`src/rtl/memcpy_engine_if.sv`:
```
`default_nettype none
// ============================================================================
// Module   : memcpy_engine_if
// Purpose  : Control handshake and 8-lane DRAM bus bundle for memcpy_engine.
// Revision : 1.0  initial release
// ============================================================================
interface memcpy_engine_if;
    logic         en;
    logic [63:0]  src;
    logic [63:0]  dst;
    logic [14:0]  size;
    logic         done;
    logic [7:0]   dram_en;
    logic         dram_rdwr;
    logic [511:0] dram_addr;
    logic [63:0]  dram_data_out;
    logic [63:0]  dram_data_in;
    logic [7:0]   dram_valid;

    // Requester/DRAM side: starts copies and answers lane requests.
    modport master (
        output en, src, dst, size, dram_data_in, dram_valid,
        input  done, dram_en, dram_rdwr, dram_addr, dram_data_out
    );

    // Engine side.
    modport slave (
        input  en, src, dst, size, dram_data_in, dram_valid,
        output done, dram_en, dram_rdwr, dram_addr, dram_data_out
    );
endinterface
`default_nettype wire

```
`src/rtl/memcpy_engine.sv`:
```
`default_nettype none
// ============================================================================
// Module   : memcpy_engine
// Purpose  : Chunked 8-lane DRAM byte copy (read chunk, write chunk, repeat).
// Revision : 1.0  initial release
// ============================================================================
module memcpy_engine (
    input  wire logic       clk,
    input  wire logic       reset,
    memcpy_engine_if.slave  bus
);

    localparam logic [1:0] c_st_idle  = 2'd0;
    localparam logic [1:0] c_st_read  = 2'd1;
    localparam logic [1:0] c_st_write = 2'd2;
    localparam logic [1:0] c_st_done  = 2'd3;

    logic [1:0]   r_state,    w_state_nx;
    logic [63:0]  r_src,      w_src_nx;
    logic [63:0]  r_dst,      w_dst_nx;
    logic [14:0]  r_size,     w_size_nx;
    logic [14:0]  r_offset,   w_offset_nx;
    logic [63:0]  r_buf,      w_buf_nx;
    logic [7:0]   r_mask,     w_mask_nx;
    logic         r_done,     w_done_nx;
    logic [7:0]   r_dram_en,  w_en_nx;
    logic         r_rdwr,     w_rdwr_nx;
    logic [511:0] r_addr,     w_addr_nx;
    logic [63:0]  r_data_out, w_data_nx;

    logic [14:0]  w_remain;
    logic [3:0]   w_n;
    logic [7:0]   w_used;
    logic [7:0]   w_hit;
    logic [7:0]   w_mask_new;
    logic         w_phase_done;
    logic [63:0]  w_buf_new;
    logic [14:0]  w_offset_adv;
    logic [7:0]   w_used_adv;
    logic         w_last;

    // Lane i takes part in a chunk when at least i+1 bytes remain.
    function automatic logic [7:0] f_lane_mask(input logic [14:0] remain);
        logic [7:0] m;
        for (int i = 0; i < 8; i++) begin
            m[i] = (remain > 15'(i));
        end
        return m;
    endfunction

    function automatic logic [511:0] f_addrs(input logic [63:0] base, input logic [14:0] off);
        logic [511:0] a;
        for (int i = 0; i < 8; i++) begin
            a[64*i +: 64] = base + 64'(off) + 64'(i);
        end
        return a;
    endfunction

    assign w_remain     = r_size - r_offset;
    assign w_n          = (w_remain >= 15'd8) ? 4'd8 : w_remain[3:0];
    assign w_used       = f_lane_mask(w_remain);
    assign w_hit        = r_dram_en & bus.dram_valid;
    assign w_mask_new   = r_mask | w_hit;
    assign w_phase_done = ((w_mask_new & w_used) == w_used);
    assign w_offset_adv = r_offset + 15'(w_n);
    assign w_used_adv   = f_lane_mask(r_size - w_offset_adv);
    assign w_last       = (w_offset_adv >= r_size);

    always_comb begin
        w_buf_new = r_buf;
        for (int i = 0; i < 8; i++) begin
            if (w_hit[i]) begin
                w_buf_new[8*i +: 8] = bus.dram_data_in[8*i +: 8];
            end
        end
    end

    always_comb begin
        w_state_nx  = r_state;
        w_src_nx    = r_src;
        w_dst_nx    = r_dst;
        w_size_nx   = r_size;
        w_offset_nx = r_offset;
        w_buf_nx    = r_buf;
        w_mask_nx   = r_mask;
        w_done_nx   = r_done;
        w_en_nx     = r_dram_en;
        w_rdwr_nx   = r_rdwr;
        w_addr_nx   = r_addr;
        w_data_nx   = r_data_out;

        case (r_state)
            c_st_idle: begin
                w_en_nx   = '0;
                w_done_nx = 1'b0;
                if (bus.en) begin
                    w_src_nx    = bus.src;
                    w_dst_nx    = bus.dst;
                    w_size_nx   = bus.size;
                    w_offset_nx = '0;
                    w_mask_nx   = '0;
                    if (bus.size == 15'd0) begin
                        w_state_nx = c_st_done;
                        w_done_nx  = 1'b1;
                    end else begin
                        w_state_nx = c_st_read;
                    end
                end
            end

            c_st_read: begin
                // First READ cycle after IDLE only loads addresses; requests follow.
                w_rdwr_nx = 1'b0;
                w_addr_nx = f_addrs(r_src, r_offset);
                w_buf_nx  = w_buf_new;
                if (w_phase_done) begin
                    w_state_nx = c_st_write;
                    w_mask_nx  = '0;
                    w_en_nx    = w_used;
                    w_rdwr_nx  = 1'b1;
                    w_addr_nx  = f_addrs(r_dst, r_offset);
                    w_data_nx  = w_buf_new;
                end else begin
                    w_mask_nx = w_mask_new;
                    w_en_nx   = w_used & ~w_mask_new;
                end
            end

            c_st_write: begin
                if (w_phase_done) begin
                    w_offset_nx = w_offset_adv;
                    w_mask_nx   = '0;
                    if (w_last) begin
                        w_state_nx = c_st_done;
                        w_en_nx    = '0;
                        w_done_nx  = 1'b1;
                    end else begin
                        w_state_nx = c_st_read;
                        w_en_nx    = w_used_adv;
                        w_rdwr_nx  = 1'b0;
                        w_addr_nx  = f_addrs(r_src, w_offset_adv);
                    end
                end else begin
                    w_mask_nx = w_mask_new;
                    w_en_nx   = w_used & ~w_mask_new;
                end
            end

            default: begin
                w_en_nx = '0;
                if (!bus.en) begin
                    w_state_nx = c_st_idle;
                    w_done_nx  = 1'b0;
                end
            end
        endcase
    end

    always_ff @(posedge clk or posedge reset) begin
        if (reset) begin
            r_state    <= c_st_idle;
            r_src      <= '0;
            r_dst      <= '0;
            r_size     <= '0;
            r_offset   <= '0;
            r_buf      <= '0;
            r_mask     <= '0;
            r_done     <= 1'b0;
            r_dram_en  <= '0;
            r_rdwr     <= 1'b0;
            r_addr     <= '0;
            r_data_out <= '0;
        end else begin
            r_state    <= w_state_nx;
            r_src      <= w_src_nx;
            r_dst      <= w_dst_nx;
            r_size     <= w_size_nx;
            r_offset   <= w_offset_nx;
            r_buf      <= w_buf_nx;
            r_mask     <= w_mask_nx;
            r_done     <= w_done_nx;
            r_dram_en  <= w_en_nx;
            r_rdwr     <= w_rdwr_nx;
            r_addr     <= w_addr_nx;
            r_data_out <= w_data_nx;
        end
    end

    assign bus.done          = r_done;
    assign bus.dram_en       = r_dram_en;
    assign bus.dram_rdwr     = r_rdwr;
    assign bus.dram_addr     = r_addr;
    assign bus.dram_data_out = r_data_out;

endmodule
`default_nettype wire

```
`src/flat_wrapper.sv`:
```
// flat-port wrapper written by rule: the top's interface ports become plain ports
module memcpy_engine_flat 
  (clk, reset, bus_en, bus_src, bus_dst, bus_size, bus_dram_data_in, bus_dram_valid, bus_done, bus_dram_en, bus_dram_rdwr, bus_dram_addr, bus_dram_data_out);
  memcpy_engine_if bus_i ();
  input  wire logic clk;
  input  wire logic reset;
  input wire logic [$bits(bus_i.en)-1:0] bus_en;
  input wire logic [$bits(bus_i.src)-1:0] bus_src;
  input wire logic [$bits(bus_i.dst)-1:0] bus_dst;
  input wire logic [$bits(bus_i.size)-1:0] bus_size;
  input wire logic [$bits(bus_i.dram_data_in)-1:0] bus_dram_data_in;
  input wire logic [$bits(bus_i.dram_valid)-1:0] bus_dram_valid;
  output wire logic [$bits(bus_i.done)-1:0] bus_done;
  output wire logic [$bits(bus_i.dram_en)-1:0] bus_dram_en;
  output wire logic [$bits(bus_i.dram_rdwr)-1:0] bus_dram_rdwr;
  output wire logic [$bits(bus_i.dram_addr)-1:0] bus_dram_addr;
  output wire logic [$bits(bus_i.dram_data_out)-1:0] bus_dram_data_out;
  assign bus_i.en = bus_en;
  assign bus_i.src = bus_src;
  assign bus_i.dst = bus_dst;
  assign bus_i.size = bus_size;
  assign bus_i.dram_data_in = bus_dram_data_in;
  assign bus_i.dram_valid = bus_dram_valid;
  assign bus_done = bus_i.done;
  assign bus_dram_en = bus_i.dram_en;
  assign bus_dram_rdwr = bus_i.dram_rdwr;
  assign bus_dram_addr = bus_i.dram_addr;
  assign bus_dram_data_out = bus_i.dram_data_out;
  memcpy_engine u_core (.clk(clk), .reset(reset), .bus(bus_i));
endmodule
```
`config.mk`:
```
export PLATFORM = sky130hd
export DESIGN_NAME = memcpy_engine_flat
export DESIGN_NICKNAME = d
export VERILOG_FILES = /design/src/rtl/memcpy_engine_if.sv /design/src/rtl/memcpy_engine.sv /design/src/flat_wrapper.sv
export SDC_FILE = /design/constraint.sdc
export NUM_CORES = 2
export LEC_CHECK = 0
export CAP_MARGIN = 20
export CELL_PAD_IN_SITES_DETAIL_PLACEMENT = 1
export CELL_PAD_IN_SITES_GLOBAL_PLACEMENT = 2
export CORE_ASPECT_RATIO = 1.4
export CORE_MARGIN = 2
export CORE_UTILIZATION = 33
export CTS_CLUSTER_SIZE = 8
export DETAILED_ROUTE_END_ITERATION = 8
export HOLD_SLACK_MARGIN = 0.02
export PLACE_DENSITY = 0.87
export SYNTH_ARGS = -nofsm -noshare
export SYNTH_HDL_FRONTEND = slang
export SYNTH_SLANG_ARGS = --single-unit
```
`constraint.sdc`:
```
create_clock -name clk -period 31.8 [get_ports clk]
set_input_delay 3.18 -clock clk [delete_from_list [all_inputs] [get_ports clk]]
set_output_delay 3.18 -clock clk [all_outputs]
set_load 0.01 [all_outputs]
```
==> run summary <==
status - complete, no violations
Int Power - 3.80 mW
Sum Neg Setup Slack - 0 ps
Final Cycle Share - 36.3%
top cells by area, synth - dfrtp_1 (43%), mux2_2 (5.2%), xnor2_1 (4.6%)
clock power share - 15.1%
CP Data Required Time - 32490 ps
Mapped Area - 47000 um2
vias in the first global route - 46345
Global Route Usage Sum - 32.5%
Power Density - 123 nW/um2
post-synth top area cell - dfrtp_1
DP Cell Count - 7565
sequential share of power - 28.0%
post-layout instance area - 60300 um2
crit path DAT - 12240 ps
Via density - 5.83
Worst-path clk slew - 60 ps
Setup-failing EPs final - 0
total net switching power - 3.59 mW
Chip Width - 323 um
Finished Layout Cells - 7700
RSZ-0062 raised after global routing - no
CTS Buf Count - 112
most used cell, CP - or4_1
final clock skew - 49.7 ps
post-synthesis sequential area ratio - 43.0%
Post-synth ARST share - 100%
Row Count - 163
Max Root-Sink Buffers - 3
area delta synth->final - 28.4%
number of distinct library cells after synthesis - 110
DR DRC count - 0
Post-CTS Hold Buffers - 0
Die ar. - 145000 um2
post-CTS setup buffers - 0
fin util - 42.7%
combinational power share - 57.0%
Ys Warns - 0
I/O Pins - 804
Root Driver - clkbuf_16
H-tree levels - 3
Worst Path Class, Setup - flop to flop
slowest stage delay, CP - 930 ps
fin crit period - 11550 ps
number of nets in the layout - 6096
Post-synth EDFFs - 0
worst slew pin tran - 1330 ps
final hold violation count - 0
drt first pass iters - 5
largest net degree at the start of global routing - 215
Top FF cell, synth - dfrtp_1
wire length per cell - 31.4 um
Post-DRT Antenna Nets - 0
Max Transition Viols Final - 0
Max-Cap Viols - 0
Filler Cells Inserted - 16123
area of placed instances - 57300 um2
Startpoint Class - flop
crit path max fanout - 20
Syn Nets - 5406
die height - 450 um
worst skew pair latency - 790 ps
relative slew slack - 11.0%
Mapped Cells - 5094
Synth Register Bits - 808
Mean Syn Cell Area - 9.22 um2
Iter 0 DRT Violations - 3349
CTS tree - yes
number of port buffers - 803
Crit. End Element - flop
Final Worst Setup Slack - 20250 ps
core area - 141000 um2
Hold Path Class - flop to flop
initial antenna violation count - 26
CP max stage cell - or3b_1
Peak Freq - 86.6 MHz
cts repair resizes - 0
Worst VDD drop - 0.0000952 V
DP Worst Slack - 20300 ps
Pleak - 23.9 nW
drt total wl - 242 mm
area share of the largest cell type after synthesis - 43.0%
first-pass GRT wire length - 340 mm
Net Sw Frac - 48.6%
Post-DP HPWL - 189 mm
grt total ovfl - 0
DR vias - 44860
gpl congestion - 0.957
share of layout cells above drive strength 1 - 10.0%
Clock Sinks - 808
Starting Density - 33.3%
## cell families after synthesis
logic type                 share of synthesized area (%)
xor gates and xnor gates                            8.61
DFF                                                 43.0
AOI/OAI and AO/OA                                   14.4
muxes                                               7.52
adders and majority gates                           2.62
and+or+nand+nor                                     20.1
buffers and inverters                               3.71
## through the flow
stage / hold slack, ps / power (mW)
finish: 477 / 7.39
global route: 503 / 7.72
CTS: 480 / 7.34
detailed placement: 467 / 6.19
global placement: 463 / 6.09
floorplan: 463 / 4.04
## cell type report
type                    count  area, um2  share of cell area, %
inverters                  87        334                  0.554
well taps                1897       2370                   3.93
flip-flops and latches    808      20200                   33.5
repair buffers            914       8950                   14.8
clock buffers             119       2870                   4.76
clock inverters             8        150                  0.249
multi-input cells        3861      25400                   42.1
diodes                      6       15.0                 0.0249
## path summary, 6_finish.rpt
path / startpoint / slack (ps) / end / depth (start not counted)
worst max-delay path: u_core.r_offset[0]$_DFFE_PP0P_ / 20250 / u_core.bus.dram_addr[492]$_DFFE_PP0P_ / 31
worst min-delay path: u_core.bus.dram_addr[335]$_DFFE_PP0P_ / 480 / u_core.bus.dram_addr[335]$_DFFE_PP0P_ / 2
worst max register to register: u_core.r_offset[0]$_DFFE_PP0P_ / 20250 / u_core.bus.dram_addr[492]$_DFFE_PP0P_ / 31
worst min register to register: u_core.bus.dram_addr[335]$_DFFE_PP0P_ / 480 / u_core.bus.dram_addr[335]$_DFFE_PP0P_ / 2
max in group asynchronous: reset / 25680 / u_core.r_dst[54]$_DFFE_PP0P_ / 5
min in group asynchronous: reset / 2930 / u_core.bus.dram_addr[40]$_DFFE_PP0P_ / 2
## layout by cell type (no fill, tap or decap), types with 18 or more instances in the layout
cell type	count
a211oi_1	24
a21o_1	34
a21oi_1	395
a31oi_1	43
and2_1	31
and3_1	77
and4_1	18
buf_4	103
clkbuf_16	113
clkdlybuf4s50_1	803
dfrtp_1	808
ha_1	87
inv_1	83
mux2_2	215
mux2i_1	111
nand2_1	439
nand2b_1	25
nand3_1	158
nand4_1	116
nor2_1	570
nor3_1	191
nor4_1	100
nor4_2	20
o211ai_1	26
o21a_1	29
o21ai_0	234
o22ai_1	35
o31ai_1	38
or3_1	36
or4_1	26
xnor2_1	249
xor2_1	213
## metal layers
layer	GRT usage, %	part of all wire [%]	vias to the layer above	wire length (um)
met4	24.4	9.2	34	22200
met1	35.7	36	22622	86900
met2	53.9	47	1991	114000
met3	7.90	7.6	645	18400
met5	0	0.087	-	210
li1	-	-	19568	-
## power by group through the flow
stage          Sequential (mW)  Clock [mW]  Combinational, mW
4_1_cts                   2.06        1.13               4.15
5_1_grt                   2.10        1.17               4.44
2_1_floorplan             1.97           0               2.07
6_report                  2.07        1.11               4.21
3_3_place_gp              2.05           0               4.04
3_5_place_dp              2.07           0               4.12
## state kept, by name, summed over array words and instances (netlist names)
signal                    cells
u_core.bus.dram_addr        502
u_core.bus.dram_data_out     64
u_core.r_buf                 64
u_core.r_dst                 64
u_core.r_src                 64
u_core.r_offset              15
u_core.r_size                15
u_core.bus.dram_en            8
u_core.r_mask                 8
u_core.r_state                2
u_core.bus.done               1
u_core.bus.dram_rdwr          1
## Yosys cell counts (105+ instances only)
cell and instances:
mux2i_1 111, a21oi_1 396, xnor2_1 249, nand2_1 440
o21ai_0 235, mux2_2 215, nor3_1 193, nor2_1 571
xor2_1 213, clkbuf_1 247, nor4_1 105, nand4_1 116
nand3_1 158, dfrtp_1 808
## critical path, delay by kind of cell, from the launching register on
kind / cells / cell delay [ps]
simple gates: 15 / 5830
compound gates: 10 / 3290
fa+ha+maj: 4 / 1360
flops: 1 / 440
xor+xnor: 1 / 330
buf+inv: 1 / 200
(Power assumes the default switching activity.)
